### src/rtl/intersection_pkg.sv
// Shared types and constants for the intersection controller.
//   phase_e      : 3-bit phase encoding (code 7 unused / illegal)
//   lamps_t      : packed lamp set {ns g/a/r, ew g/a/r, walk}
//   phase_lamps(): Moore lamp decode for a phase
package intersection_pkg;

    localparam int TIME_W          = 5;
    localparam int GREEN_T_DEF     = 6;
    localparam int AMBER_T_DEF     = 2;
    localparam int CLEAR_T_DEF     = 1;
    localparam int WALK_T_DEF      = 4;
    localparam int MIN_GREEN_T_DEF = 3;

    typedef enum logic [2:0] {
        NS_G  = 3'd0,
        NS_A  = 3'd1,
        CLR_A = 3'd2,
        EW_G  = 3'd3,
        EW_A  = 3'd4,
        CLR_B = 3'd5,
        WALK  = 3'd6
    } phase_e;

    typedef struct packed {
        logic ns_g;
        logic ns_a;
        logic ns_r;
        logic ew_g;
        logic ew_a;
        logic ew_r;
        logic walk;
    } lamps_t;

    // Exactly one lamp per direction; anything not green/amber is red,
    // which also makes the illegal code fail safe (all red).
    function automatic lamps_t phase_lamps(input phase_e p);
        lamps_t l;
        l.ns_g = (p == NS_G);
        l.ns_a = (p == NS_A);
        l.ns_r = !(p == NS_G || p == NS_A);
        l.ew_g = (p == EW_G);
        l.ew_a = (p == EW_A);
        l.ew_r = !(p == EW_G || p == EW_A);
        l.walk = (p == WALK);
        return l;
    endfunction

endpackage

### src/rtl/intersection_ctrl_phase_timer.sv
// phase_timer: per-phase down-counter.
//   clk_i, rst_i : clock, synchronous active-high reset (loads RST_VAL)
//   tick         : timebase enable
//   load         : load load_val (phase entry), has priority over tick
//   count        : ticks remaining minus one
//   done         : count == 0 on a tick cycle
module phase_timer
    import intersection_pkg::*;
#(
    parameter int              W       = TIME_W,
    parameter logic [W-1:0]    RST_VAL = '0
) (
    input  logic         clk_i,
    input  logic         rst_i,
    input  logic         tick,
    input  logic         load,
    input  logic [W-1:0] load_val,
    output logic [W-1:0] count,
    output logic         done
);

    always_ff @(posedge clk_i) begin
        if (rst_i)
            count <= RST_VAL;
        else if (load)
            count <= load_val;
        else if (tick && count != '0)
            count <= count - 1'b1;
    end

    assign done = tick && (count == '0);

endmodule

### src/rtl/intersection_ctrl.sv
// intersection_ctrl: two-way traffic light with pedestrian walk phase.
//   clk_i, rst_i      : clock, synchronous active-high reset
//   tick_i            : timebase enable, timers advance only when high
//   ped_req_i         : pedestrian button (level or pulse)
//   ns_*_o, ew_*_o    : lamps, one lit per direction
//   walk_o            : walk lamp
//   ped_wait_o        : request latched and not yet served
//   state_o, time_o   : current phase and ticks remaining minus one
module intersection_ctrl
    import intersection_pkg::*;
#(
    parameter int GREEN_T     = GREEN_T_DEF,
    parameter int AMBER_T     = AMBER_T_DEF,
    parameter int CLEAR_T     = CLEAR_T_DEF,
    parameter int WALK_T      = WALK_T_DEF,
    parameter int MIN_GREEN_T = MIN_GREEN_T_DEF
) (
    input  logic              clk_i,
    input  logic              rst_i,
    input  logic              tick_i,
    input  logic              ped_req_i,
    output logic              ns_green_o,
    output logic              ns_amber_o,
    output logic              ns_red_o,
    output logic              ew_green_o,
    output logic              ew_amber_o,
    output logic              ew_red_o,
    output logic              walk_o,
    output logic              ped_wait_o,
    output logic [2:0]        state_o,
    output logic [TIME_W-1:0] time_o
);

    if (GREEN_T < 1 || GREEN_T > 31 || AMBER_T < 1 || AMBER_T > 31 ||
        CLEAR_T < 1 || CLEAR_T > 31 || WALK_T < 1 || WALK_T > 31 ||
        MIN_GREEN_T < 1 || MIN_GREEN_T > 31 || MIN_GREEN_T > GREEN_T) begin : g_bad_param
        $error("intersection_ctrl: durations must be 1..31 and MIN_GREEN_T <= GREEN_T");
    end

    localparam logic [TIME_W-1:0] GREEN_LD  = TIME_W'(GREEN_T - 1);
    localparam logic [TIME_W-1:0] AMBER_LD  = TIME_W'(AMBER_T - 1);
    localparam logic [TIME_W-1:0] CLEAR_LD  = TIME_W'(CLEAR_T - 1);
    localparam logic [TIME_W-1:0] WALK_LD   = TIME_W'(WALK_T - 1);
    // Green may be cut short once time_o has fallen to this value.
    localparam logic [TIME_W-1:0] EARLY_MAX = TIME_W'(GREEN_T - MIN_GREEN_T);

    phase_e            state, nxt;
    logic              ped_pending;
    logic              next_ew;     // WALK returns to EW_G when set, NS_G otherwise
    lamps_t            lamps;
    logic [TIME_W-1:0] cnt, load_val;
    logic              done, load, cut_green;

    function automatic logic [TIME_W-1:0] load_of(input phase_e p);
        case (p)
            NS_A, EW_A:   return AMBER_LD;
            CLR_A, CLR_B: return CLEAR_LD;
            WALK:         return WALK_LD;
            default:      return GREEN_LD;
        endcase
    endfunction

    phase_timer #(.W(TIME_W), .RST_VAL(GREEN_LD)) u_timer (
        .clk_i    (clk_i),
        .rst_i    (rst_i),
        .tick     (tick_i),
        .load     (load),
        .load_val (load_val),
        .count    (cnt),
        .done     (done)
    );

    assign cut_green = ped_pending && tick_i && (cnt <= EARLY_MAX);

    always_comb begin
        nxt = state;
        case (state)
            NS_G:    if (done || cut_green) nxt = NS_A;
            NS_A:    if (done) nxt = CLR_A;
            CLR_A:   if (done) nxt = ped_pending ? WALK : EW_G;
            EW_G:    if (done || cut_green) nxt = EW_A;
            EW_A:    if (done) nxt = CLR_B;
            CLR_B:   if (done) nxt = ped_pending ? WALK : NS_G;
            WALK:    if (done) nxt = next_ew ? EW_G : NS_G;
            default: nxt = NS_G;  // illegal code recovers immediately
        endcase
    end

    // Every phase change reloads the timer, so the timer and state move together.
    assign load     = (nxt != state);
    assign load_val = load_of(nxt);

    // Lamps are registered from the next state so they switch on the same edge.
    always_ff @(posedge clk_i) begin
        if (rst_i) begin
            state       <= NS_G;
            ped_pending <= 1'b0;
            next_ew     <= 1'b1;
            lamps       <= phase_lamps(NS_G);
        end else begin
            state <= nxt;
            lamps <= phase_lamps(nxt);
            if (nxt == WALK && state != WALK) begin
                ped_pending <= 1'b0;
                next_ew     <= (state == CLR_A);
            end else if (ped_req_i && state != WALK) begin
                ped_pending <= 1'b1;
            end
        end
    end

    assign ns_green_o = lamps.ns_g;
    assign ns_amber_o = lamps.ns_a;
    assign ns_red_o   = lamps.ns_r;
    assign ew_green_o = lamps.ew_g;
    assign ew_amber_o = lamps.ew_a;
    assign ew_red_o   = lamps.ew_r;
    assign walk_o     = lamps.walk;
    assign ped_wait_o = ped_pending;
    assign state_o    = state;
    assign time_o     = cnt;

endmodule
### config.mk
export PLATFORM = sky130hd
export DESIGN_NAME = intersection_ctrl
export DESIGN_NICKNAME = d
export VERILOG_FILES = /design/src/rtl/intersection_pkg.sv /design/src/rtl/intersection_ctrl_phase_timer.sv /design/src/rtl/intersection_ctrl.sv
export SDC_FILE = /design/constraint.sdc
export NUM_CORES = 1
export LEC_CHECK = 0
export CAP_MARGIN = 20
export CORE_MARGIN = 10
export CORE_UTILIZATION = 40
export DETAILED_ROUTE_END_ITERATION = 7
export SLEW_MARGIN = 20
export SYNTH_ARGS = -nofsm -noshare
export SYNTH_HDL_FRONTEND = slang
export SYNTH_HIERARCHICAL = 1
export SYNTH_SLANG_ARGS = --single-unit
### constraint.sdc
create_clock -name clk_i -period 4.3 [get_ports clk_i]
set_input_delay 1.075 -clock clk_i [delete_from_list [all_inputs] [get_ports clk_i]]
set_output_delay 1.075 -clock clk_i [all_outputs]
set_load 0.01 [all_outputs]
==> results of run 1 <==
power by group through the flow:
stage / clock (mW) / combinational (mW) / sequential [mW]
floorplan: 0 / 0.0361 / 0.178
global placement: 0 / 0.0582 / 0.177
detailed placement: 0 / 0.0585 / 0.177
CTS: 0.0877 / 0.0589 / 0.174
global route: 0.0948 / 0.0639 / 0.175
finish: 0.0845 / 0.0587 / 0.174
registers in the layout, indices dropped and copies added (netlist names):
| signal | flops |
|---|---|
| u_timer/count | 5 |
| state_o | 3 |
| ew_amber_o | 1 |
| ew_green_o | 1 |
| ew_red_o | 1 |
| next_ew | 1 |
| ns_amber_o | 1 |
| ns_green_o | 1 |
| ns_red_o | 1 |
| ped_wait_o | 1 |
| walk_o | 1 |
Yosys cell counts (3+ instances only):
cell,number
inv_1,7
buf_2,3
a311oi_1,3
o211ai_1,3
nand2_1,3
nor3_1,6
dfxtp_1,17
a21oi_1,5
nor2_1,6
o21ai_0,5
area by class of cell:
cell class | instances | area [um^2] | area share
inverters | 9 | 33.8 | 0.0269
well taps | 30 | 37.5 | 0.0299
clock buffers | 4 | 26.3 | 0.0209
repair buffers | 22 | 213 | 0.169
flip-flops and latches | 17 | 340 | 0.271
multi-input cells | 76 | 604 | 0.482
kinds of logic after synthesis:
group / count (synthesis)
mux: 2
simple gates: 34
buf+inv: 19
xor+xnor: 1
compound gates: 36
flops: 17
fa+ha+maj: 1
other cells: 1
metrics by stage:
stage	power (mW)	setup slack [ns]	std cells	utilization
floorplan	0.214	0.769	112	-
global placement	0.235	0.578	154	0.496
detailed placement	0.236	0.467	154	0.496
CTS	0.320	0.760	158	0.507
global route	0.334	0.519	158	0.507
finish	0.317	0.740	158	0.507
how the worst min path moves through the flow:
stage | startpoint | to
floorplan | next_ew | next_ew
CTS | next_ew | next_ew
global placement | next_ew | next_ew
global route | next_ew | next_ew
finish | next_ew | next_ew
detailed placement | next_ew | next_ew
critical path, stage by stage:
cell and delay (ns):
clkdlybuf4s50_1 0.70, nand2_1 0.13, nor4_1 0.19, buf_4 0.22, o21ai_0 0.09, a32oi_1 0.33, o21ai_0 0.15, a2bb2oi_1 0.17
buf_4 0.21, nor2b_1 0.06, and4_1 0.20, a2111oi_2 0.20
layer usage:
metal	global-route usage	up-vias	wire, um
li1	-	447	-
met1	0.124	415	1110
met2	0.145	22	1150
met3	0.0279	2	134
met4	0.0387	0	24
met5	0	-	0
==> results.py, run 1 <==
metrics = {
    "grt": {
        "grt_pass1_wl_um": 4120,
        "antenna_found_initial": 0,
        "grt_pass1_vias": 852,
        "grt_usage": 0.0962,
        "grt_max_degree": 20,
        "grt_overflow": 0,
    },
    "power": {
        "netSwitchingPower_mw": 0.0878,
        "power_density_nw_per_um2": 252,
        "p_clk_frac": 0.267,
        "p_int_mw": 0.229,
        "swShare": 0.277,
        "seqPwrFrac": 0.548,
        "p_leak_nw": 0.446,
        "p_comb_frac": 0.185,
        "ir_drop_v": 0.000137,
    },
    "sta": {
        "worst_slew_pin_slew_ns": 0.840,
        "final_max_slew_viol_count": 0,
        "max_freq_ghz": 0.281,
        "tns_ns": 0,
        "finalHoldWorstSlack_ns": 0.507,
        "skew_ns": 0.00308,
        "hold_violations": 0,
        "max_slew_margin": 0.438,
        "rsz0062_at_grt": "no",
        "finalCriticalPeriod_ns": 3.56,
        "finalCritPeriodShare": 0.828,
        "setup_viol": 0,
    },
    "setup_path": {
        "rr_endpoint": "u_timer/count[3]",
        "required_ns": 4.48,
        "setup.worst_path.start": "tick_i",
        "cp-endpoint": "u_timer/count[3]",
        "crit_arrival_ns": 3.74,
        "path_class": "primary input to register",
        "rr_worst_depth": 13,
        "critPathLaunchType": "primary input",
        "reg2reg_from": "u_timer/count[1]",
        "r2r_slack_ns": 1.59,
        "cp_max_fo": 11,
        "cp-end-kind": "register",
    },
    "synth": {
        "yosys-top-cells-area": "dfxtp_1 (33%), nor3_1 (2.9%), a2111oi_4 (2.7%)",
        "synth_area_um2": 1030,
        "syn_area_per_cell_um2": 9.29,
        "synth_fa_ha_area_frac": 0.0121,
        "synth_xor_area_frac": 0.00850,
        "synth_cell_type_count": 56,
        "ys_ff_latch": 17,
        "yosysTopAreaCellShare": 0.330,
        "synth-simple-area-share": 0.232,
        "ys_seq_area_frac": 0.330,
        "synth_top_family_by_area": "compound AO/OA/AOI/OAI gates",
        "synth_edf_count": 0,
        "synth_mux_area_frac": 0.0194,
        "synthArstFlopShare": 0,
        "synth_area_leader_cell": "dfxtp_1",
        "synth_compound_area_frac": 0.307,
        "ys_warn_count": 6,
        "synth_cells": 111,
        "synth-main-ff-cell": "dfxtp_1",
    },
    "placed_design": {
        "post_dp_cell_area_um2": 1230,
        "port_buffers": 19,
        "gp_congestion": 0.830,
        "dpl.hpwl_um": 1750,
    },
    "clock_tree": {
        "clk_pin_slew_worst_paths_ns": 0.10,
        "cts_resized": 0,
        "postCtsHoldBufs": 0,
        "clockBufferDepth": 2,
        "cts_sinks": 17,
        "cts_made_buffers": 3,
        "cts_root_buffer": "clkbuf_4",
        "cts_tree": "done",
        "h-tree-depth": 1,
        "cts_setup_buffers": 0,
        "clk_latency_ns": 0.28,
    },
    "detailed_routing": {
        "wl_per_cell_um": 15.3,
        "antenna_left": 0,
        "vias": 886,
        "viasPerCell": 5.61,
        "drcViolationCount": 0,
        "routed_wl_um": 2420,
        "firstDrtPassIters": 4,
        "dr.first_iter.drc_count": 67,
    },
    "finish": {
        "stdcell_area_um2": 1250,
        "final_common_cell": "clkdlybuf4s50_1",
        "nets": 134,
        "drive_gt1_frac": 0.180,
        "n_antenna_cell": 0,
        "area_growth_pct": 21.7,
        "final_cell_mix": "clkdlybuf4s50_1 (19), dfxtp_1 (17), inv_1 (7)",
        "fillers": 235,
    },
    "hold_path": {
        "worstHoldPathCells": 2,
        "holdCritPathClass": "register to register",
    },
    "die": {
        "die_y_um": 70.8,
        "rows": 18,
        "die_w_um": 70.8,
        "ios": 20,
        "core_um2": 2480,
        "initial_core_util": 0.416,
        "dieArea_um2": 5010,
    },
    "outcome": {
        "status": "finished, final reports clean",
    },
    "job": {
        "maxCapViolations": 0,
    },
}
Note: power is estimated with default switching activity, not from simulation.
==> inputs of run 2 (changes only) <==
==> constraint.sdc (replaced) <==
create_clock -name clk_i -period 3.6 [get_ports clk_i]
set_input_delay 0.9 -clock clk_i [delete_from_list [all_inputs] [get_ports clk_i]]
set_output_delay 0.9 -clock clk_i [all_outputs]
set_load 0.01 [all_outputs]
==> run 2 against run 1 <==
Critical path depth down 1. Cell area up 1.5%. Sequential cell count unchanged. Via count up 0.56%. Core utilization up 0.76 points. Combinational power up 21%. Global-route usage down 0.58 points. Non-clock buffer count up 2. Clock power up 25%. Critical path type unchanged. Highest routed layer unchanged.
==> results.py, run 2 (synthesis gave the netlist of run 1 again) <==
metrics = {
    "finish": {
        "area_growth_pct": 23.5,
        "nets": 136,
        "area.sequential_um2": 340,
        "fin_util": 0.514,
        "final_common_cell": "clkdlybuf4s50_1",
        "n_antenna_cell": 0,
        "regMostFlops": "u_timer/count",
        "fillers": 245,
        "multi_input_comb_area_um2": 604,
        "fin_cells": 160,
        "largest_reg_flops": 5,
        "drive_gt1_frac": 0.200,
        "stdcell_area_um2": 1270,
        "final_cell_mix": "clkdlybuf4s50_1 (19), dfxtp_1 (17), inv_1 (7)",
    },
    "clock_tree": {
        "clk_pin_slew_worst_paths_ns": 0.11,
        "postCtsHoldBufs": 0,
        "h-tree-depth": 1,
        "cts_root_buffer": "clkbuf_4",
        "cts_made_buffers": 3,
        "clockBufferDepth": 2,
        "cts_setup_buffers": 0,
        "cts_sinks": 17,
        "clk_latency_ns": 0.29,
        "cts_tree": "done",
        "cts_resized": 0,
    },
    "power": {
        "p_leak_nw": 0.454,
        "ir_drop_v": 0.000234,
        "power_density_nw_per_um2": 302,
        "p_total_mw": 0.384,
    },
    "sta": {
        "max_freq_ghz": 0.326,
        "setup_viol": 0,
        "skew_ns": 0.00803,
        "rsz0062_at_grt": "no",
        "finalCriticalPeriod_ns": 3.07,
        "max_slew_margin": 0.425,
        "worst_slew_pin_slew_ns": 0.859,
        "hold_violations": 0,
        "final_max_slew_viol_count": 0,
        "tns_ns": 0,
        "finalCritPeriodShare": 0.851,
    },
    "setup_path": {
        "cp_max_fo": 11,
        "rr_worst_depth": 12,
        "r2r_slack_ns": 0.92,
        "rr_endpoint": "u_timer/count[1]",
        "setup.worst_path.start": "tick_i",
        "path_class": "primary input to register",
        "crit_arrival_ns": 3.25,
        "cp-endpoint": "u_timer/count[1]",
        "cp-end-kind": "register",
        "reg2reg_from": "u_timer/count[1]",
        "critPathLaunchType": "primary input",
        "required_ns": 3.78,
    },
    "grt": {
        "antenna_found_initial": 0,
        "grt_usage": 0.0904,
        "grt_max_degree": 20,
        "grt_overflow": 0,
        "grt_pass1_wl_um": 3920,
        "grt_pass1_vias": 816,
    },
    "die": {
        "core_um2": 2480,
        "die_w_um": 70.8,
        "initial_core_util": 0.416,
        "rows": 18,
        "ios": 20,
        "dieArea_um2": 5010,
        "die_y_um": 70.8,
    },
    "detailed_routing": {
        "routed_wl_um": 2330,
        "dr.first_iter.drc_count": 75,
        "vias": 891,
        "firstDrtPassIters": 4,
        "viasPerCell": 5.57,
        "antenna_left": 0,
        "drcViolationCount": 0,
        "wl_per_cell_um": 14.6,
    },
    "placed_design": {
        "dpl.hpwl_um": 1710,
        "post_dp_cell_area_um2": 1240,
        "port_buffers": 19,
        "numPlacedInstances": 156,
        "gp_congestion": 0.822,
    },
    "hold_path": {
        "holdCritPathClass": "register to register",
    },
    "job": {
        "maxCapViolations": 0,
    },
    "outcome": {
        "status": "finished, final reports clean",
    },
}
run 2: cell types whose count changed in the layout (fill, tap and decap cells not counted):
cell / delta
buf_4: +2
clkbuf_1: -1
clkinvlp_4: +1
run 2: cell type report:
type / count / area share
Clock buffer: 3 / 0.0177
Sequential cell: 17 / 0.267
Clock inverter: 1 / 0.00589
Timing Repair Buffer: 24 / 0.179
Multi-Input combinational cell: 76 / 0.474
Inverter: 9 / 0.0265
Tap cell: 30 / 0.0295
run 2: how the worst min path moves through the flow:
stage / start / to / slack, ns / cells past startpoint
6_report: next_ew / next_ew / 0.51 / 2
5_1_grt: next_ew / next_ew / 0.52 / 2
4_1_cts: next_ew / next_ew / 0.51 / 2
3_5_place_dp: next_ew / next_ew / 0.50 / 2
3_3_place_gp: next_ew / next_ew / 0.49 / 2
2_1_floorplan: next_ew / next_ew / 0.46 / 2
run 2: critical path: stages:
cell and delay (ns):
clkdlybuf4s50_1 0.47, nand2_1 0.07, nor4_1 0.18, buf_4 0.22
o21ai_0 0.09, a32oi_1 0.33, o21ai_0 0.16, a2bb2oi_1 0.17
buf_4 0.21, nor3_1 0.07, a311o_1 0.37
run 2: stage by stage:
| stage | setup slack (ns) | hold slack, ns |
|---|---|---|
| 4_1_cts | 0.558 | 0.512 |
| 3_3_place_gp | 0.358 | 0.493 |
| 6_report | 0.535 | 0.506 |
| 2_1_floorplan | 0.244 | 0.460 |
| 3_5_place_dp | 0.256 | 0.496 |
| 5_1_grt | 0.339 | 0.523 |
run 2: layer usage:
layer | up-vias | routed length, um | part of all wire | GRT usage
met1 | 418 | 1130 | 0.48 | 0.120
met4 | 0 | 12 | 0.0051 | 0.0194
met3 | 2 | 165 | 0.071 | 0.0391
met2 | 18 | 1030 | 0.44 | 0.132
met5 | - | 0 | 0 | 0
li1 | 453 | - | - | -
run 2: where the power goes:
part	internal [mW]	leakage [nW]	switching [mW]	total [mW]
clock network	0.0421	0.0139	0.0640	0.106
registers	0.195	0.138	0.0118	0.207
logic	0.0359	0.302	0.0349	0.0709
total	0.274	0.454	0.111	0.384
==> inputs of run 3 (changes only) <==
--- a/config.mk
+++ b/config.mk
@@ -7,10 +7,11 @@
 export LEC_CHECK = 0
 export CAP_MARGIN = 20
 export CORE_MARGIN = 10
-export CORE_UTILIZATION = 40
+export CORE_UTILIZATION = 49
 export DETAILED_ROUTE_END_ITERATION = 7
+export PLACE_DENSITY = 0.77
+export RECOVER_POWER = 25
 export SLEW_MARGIN = 20
 export SYNTH_ARGS = -nofsm -noshare
 export SYNTH_HDL_FRONTEND = slang
-export SYNTH_HIERARCHICAL = 1
 export SYNTH_SLANG_ARGS = --single-unit
==> run 3 against run 2 <==
Total power increased by 7.0%. Die area decreased by 17%. Synthesized area decreased by 5.3%. Sequential cell count unchanged. Fmax increased by 11%. Clock skew decreased by 0.0020 ns. Hold slack got worse by 0.052 ns. Via count decreased by 0.90%. Setup slack improved by 0.30 ns. Combinational power increased by 35%.
==> results.py, run 3 <==
metrics = {
    "grt": {
        "antenna_found_initial": 0,
        "grt_pass1_vias": 812,
        "grt_usage": 0.111,
        "grt_pass1_wl_um": 3750,
        "grt_max_degree": 15,
        "grt_overflow": 0,
    },
    "detailed_routing": {
        "firstDrtPassIters": 4,
        "dr.first_iter.drc_count": 39,
        "vias": 883,
        "antenna_left": 0,
        "viasPerCell": 5.66,
        "drcViolationCount": 0,
        "routed_wl_um": 2290,
        "wl_per_cell_um": 14.7,
    },
    "sta": {
        "hold_violations": 0,
        "max_slew_margin": 0.517,
        "skew_ns": 0.00605,
        "final_max_slew_viol_count": 0,
        "rsz0062_at_grt": "no",
        "tns_ns": 0,
        "setup_viol": 0,
        "finalCriticalPeriod_ns": 2.76,
        "max_freq_ghz": 0.362,
        "worst_slew_pin_slew_ns": 0.715,
        "finalCritPeriodShare": 0.767,
    },
    "placed_design": {
        "post_dp_cell_area_um2": 1180,
        "gp_congestion": 0.817,
        "numPlacedInstances": 152,
        "dpl.hpwl_um": 1760,
        "port_buffers": 19,
    },
    "setup_path": {
        "rr_worst_depth": 8,
        "setup.worst_path.start": "tick_i",
        "required_ns": 3.79,
        "r2r_slack_ns": 1.25,
        "crit_arrival_ns": 2.95,
        "critPathLaunchType": "primary input",
        "rr_endpoint": "ped_wait_o",
        "cp-end-kind": "register",
        "cp_max_fo": 9,
        "reg2reg_from": "u_timer.count[0]",
        "path_class": "primary input to register",
    },
    "synth": {
        "syn_area_per_cell_um2": 8.79,
        "ys_ff_latch": 17,
        "yosys-top-cells-area": "dfxtp_1 (35%), and3_1 (3.8%), ha_1 (3.8%)",
        "synth_area_leader_cell": "dfxtp_1",
        "synth-main-ff-cell": "dfxtp_1",
        "synth_edf_count": 0,
        "synth_cells": 111,
        "synth_area_um2": 976,
        "synthArstFlopShare": 0,
        "synth_most_common_cell": "dfxtp_1",
        "synth_nets": 118,
        "netlist_top_cells_count": "dfxtp_1 (17), nor2_1 (10), nand2_1 (8)",
        "synth_cell_type_count": 43,
        "yosysTopAreaCellShare": 0.349,
        "ys_seq_area_frac": 0.349,
        "ys_warn_count": 0,
    },
    "clock_tree": {
        "h-tree-depth": 1,
        "clk_latency_ns": 0.29,
        "cts_root_buffer": "clkbuf_4",
        "cts_resized": 0,
        "cts_made_buffers": 3,
        "clockBufferDepth": 2,
        "cts_tree": "done",
        "clk_pin_slew_worst_paths_ns": 0.09,
        "postCtsHoldBufs": 0,
        "cts_sinks": 17,
        "cts_setup_buffers": 0,
    },
    "finish": {
        "fin_util": 0.628,
        "fin_cells": 156,
        "regMostFlops": "u_timer.count",
        "stdcell_area_um2": 1210,
        "n_antenna_cell": 0,
        "final_cell_mix": "dfxtp_1 (17), clkdlybuf4s50_1 (11), nor2_1 (10)",
        "fillers": 176,
        "final_common_cell": "dfxtp_1",
        "drive_gt1_frac": 0.0620,
        "largest_reg_flops": 5,
        "area_growth_pct": 23.6,
        "nets": 137,
    },
    "job": {
        "maxCapViolations": 0,
    },
    "hold_path": {
        "min_to": "next_ew",
        "worstHoldStart": "next_ew",
        "holdCritPathClass": "register to register",
        "worstHoldPathCells": 1,
    },
    "die": {
        "core_um2": 1920,
        "ios": 20,
        "dieArea_um2": 4180,
        "initial_core_util": 0.508,
        "die_w_um": 64.6,
        "die_y_um": 64.6,
        "rows": 16,
    },
    "outcome": {
        "status": "finished, final reports clean",
    },
    "power": {
        "ir_drop_v": 0.000310,
        "p_leak_nw": 0.478,
        "p_total_mw": 0.411,
        "power_density_nw_per_um2": 341,
    },
}
run 3: cell types whose count changed after synthesis, moves of 4 or more:
| cell | previous run | this run |
|---|---|---|
| a21oi_1 | 5 | 1 |
| nor2_1 | 6 | 10 |
| nor3_1 | 6 | 2 |
| nand2_1 | 3 | 8 |
| and3_1 | 1 | 6 |
run 3: cell type report:
| type | count | area (um^2) | area share |
|---|---|---|---|
| Clock buffer | 3 | 22.5 | 0.0187 |
| Multi-Input combinational cell | 82 | 588 | 0.488 |
| Timing Repair Buffer | 19 | 190 | 0.158 |
| Inverter | 7 | 26.3 | 0.0218 |
| Tap cell | 27 | 33.8 | 0.0280 |
| Clock inverter | 1 | 5.00 | 0.00415 |
| Sequential cell | 17 | 340 | 0.282 |
run 3: how the worst max path moves through the flow:
stage                 end  depth (start not counted)
2_1_floorplan     next_ew                          6
3_3_place_gp      next_ew                          7
3_5_place_dp   ped_wait_o                          7
4_1_cts        ped_wait_o                          7
5_1_grt           next_ew                          7
6_report       ped_wait_o                          7
run 3: cell families (layout without fill, tap and decap cells):
family | Yosys count | after routing | share of synthesized area
fa+ha+maj | 3 | 3 | 0.0385
mux | 1 | 1 | 0.0103
flops | 17 | 17 | 0.349
compound gates | 26 | 26 | 0.222
simple gates | 47 | 47 | 0.287
buf+inv | 12 | 30 | 0.0487
xor+xnor | 5 | 5 | 0.0449
run 3: stage by stage:
step           hold slack (ns)  setup slack (ns)
5_1_grt                  0.482             0.769
3_3_place_gp             0.428             0.646
3_5_place_dp             0.432             0.547
6_report                 0.455             0.838
2_1_floorplan            0.417              1.26
4_1_cts                  0.455             0.866
run 3: per-layer routing:
layer / up-vias / global-route usage / wire length, um
li1: 435 / - / -
met1: 416 / 0.117 / 968
met2: 26 / 0.190 / 1130
met3: 6 / 0.0430 / 136
met4: 0 / 0.0561 / 53
met5: - / 0 / 0
run 3: power by group:
group | switching [mW] | internal, mW
clock network | 0.0610 | 0.0414
registers | 0.0158 | 0.198
logic | 0.0479 | 0.0475
total | 0.125 | 0.287
run 3: worst max-delay path: stages:
cell and delay, ns:
clkdlybuf4s50_1 0.48, nor4b_4 0.42, nand2_1 0.23, mux2i_1 0.18
o211a_4 0.28, nand4bb_1 0.25, and3_1 0.22
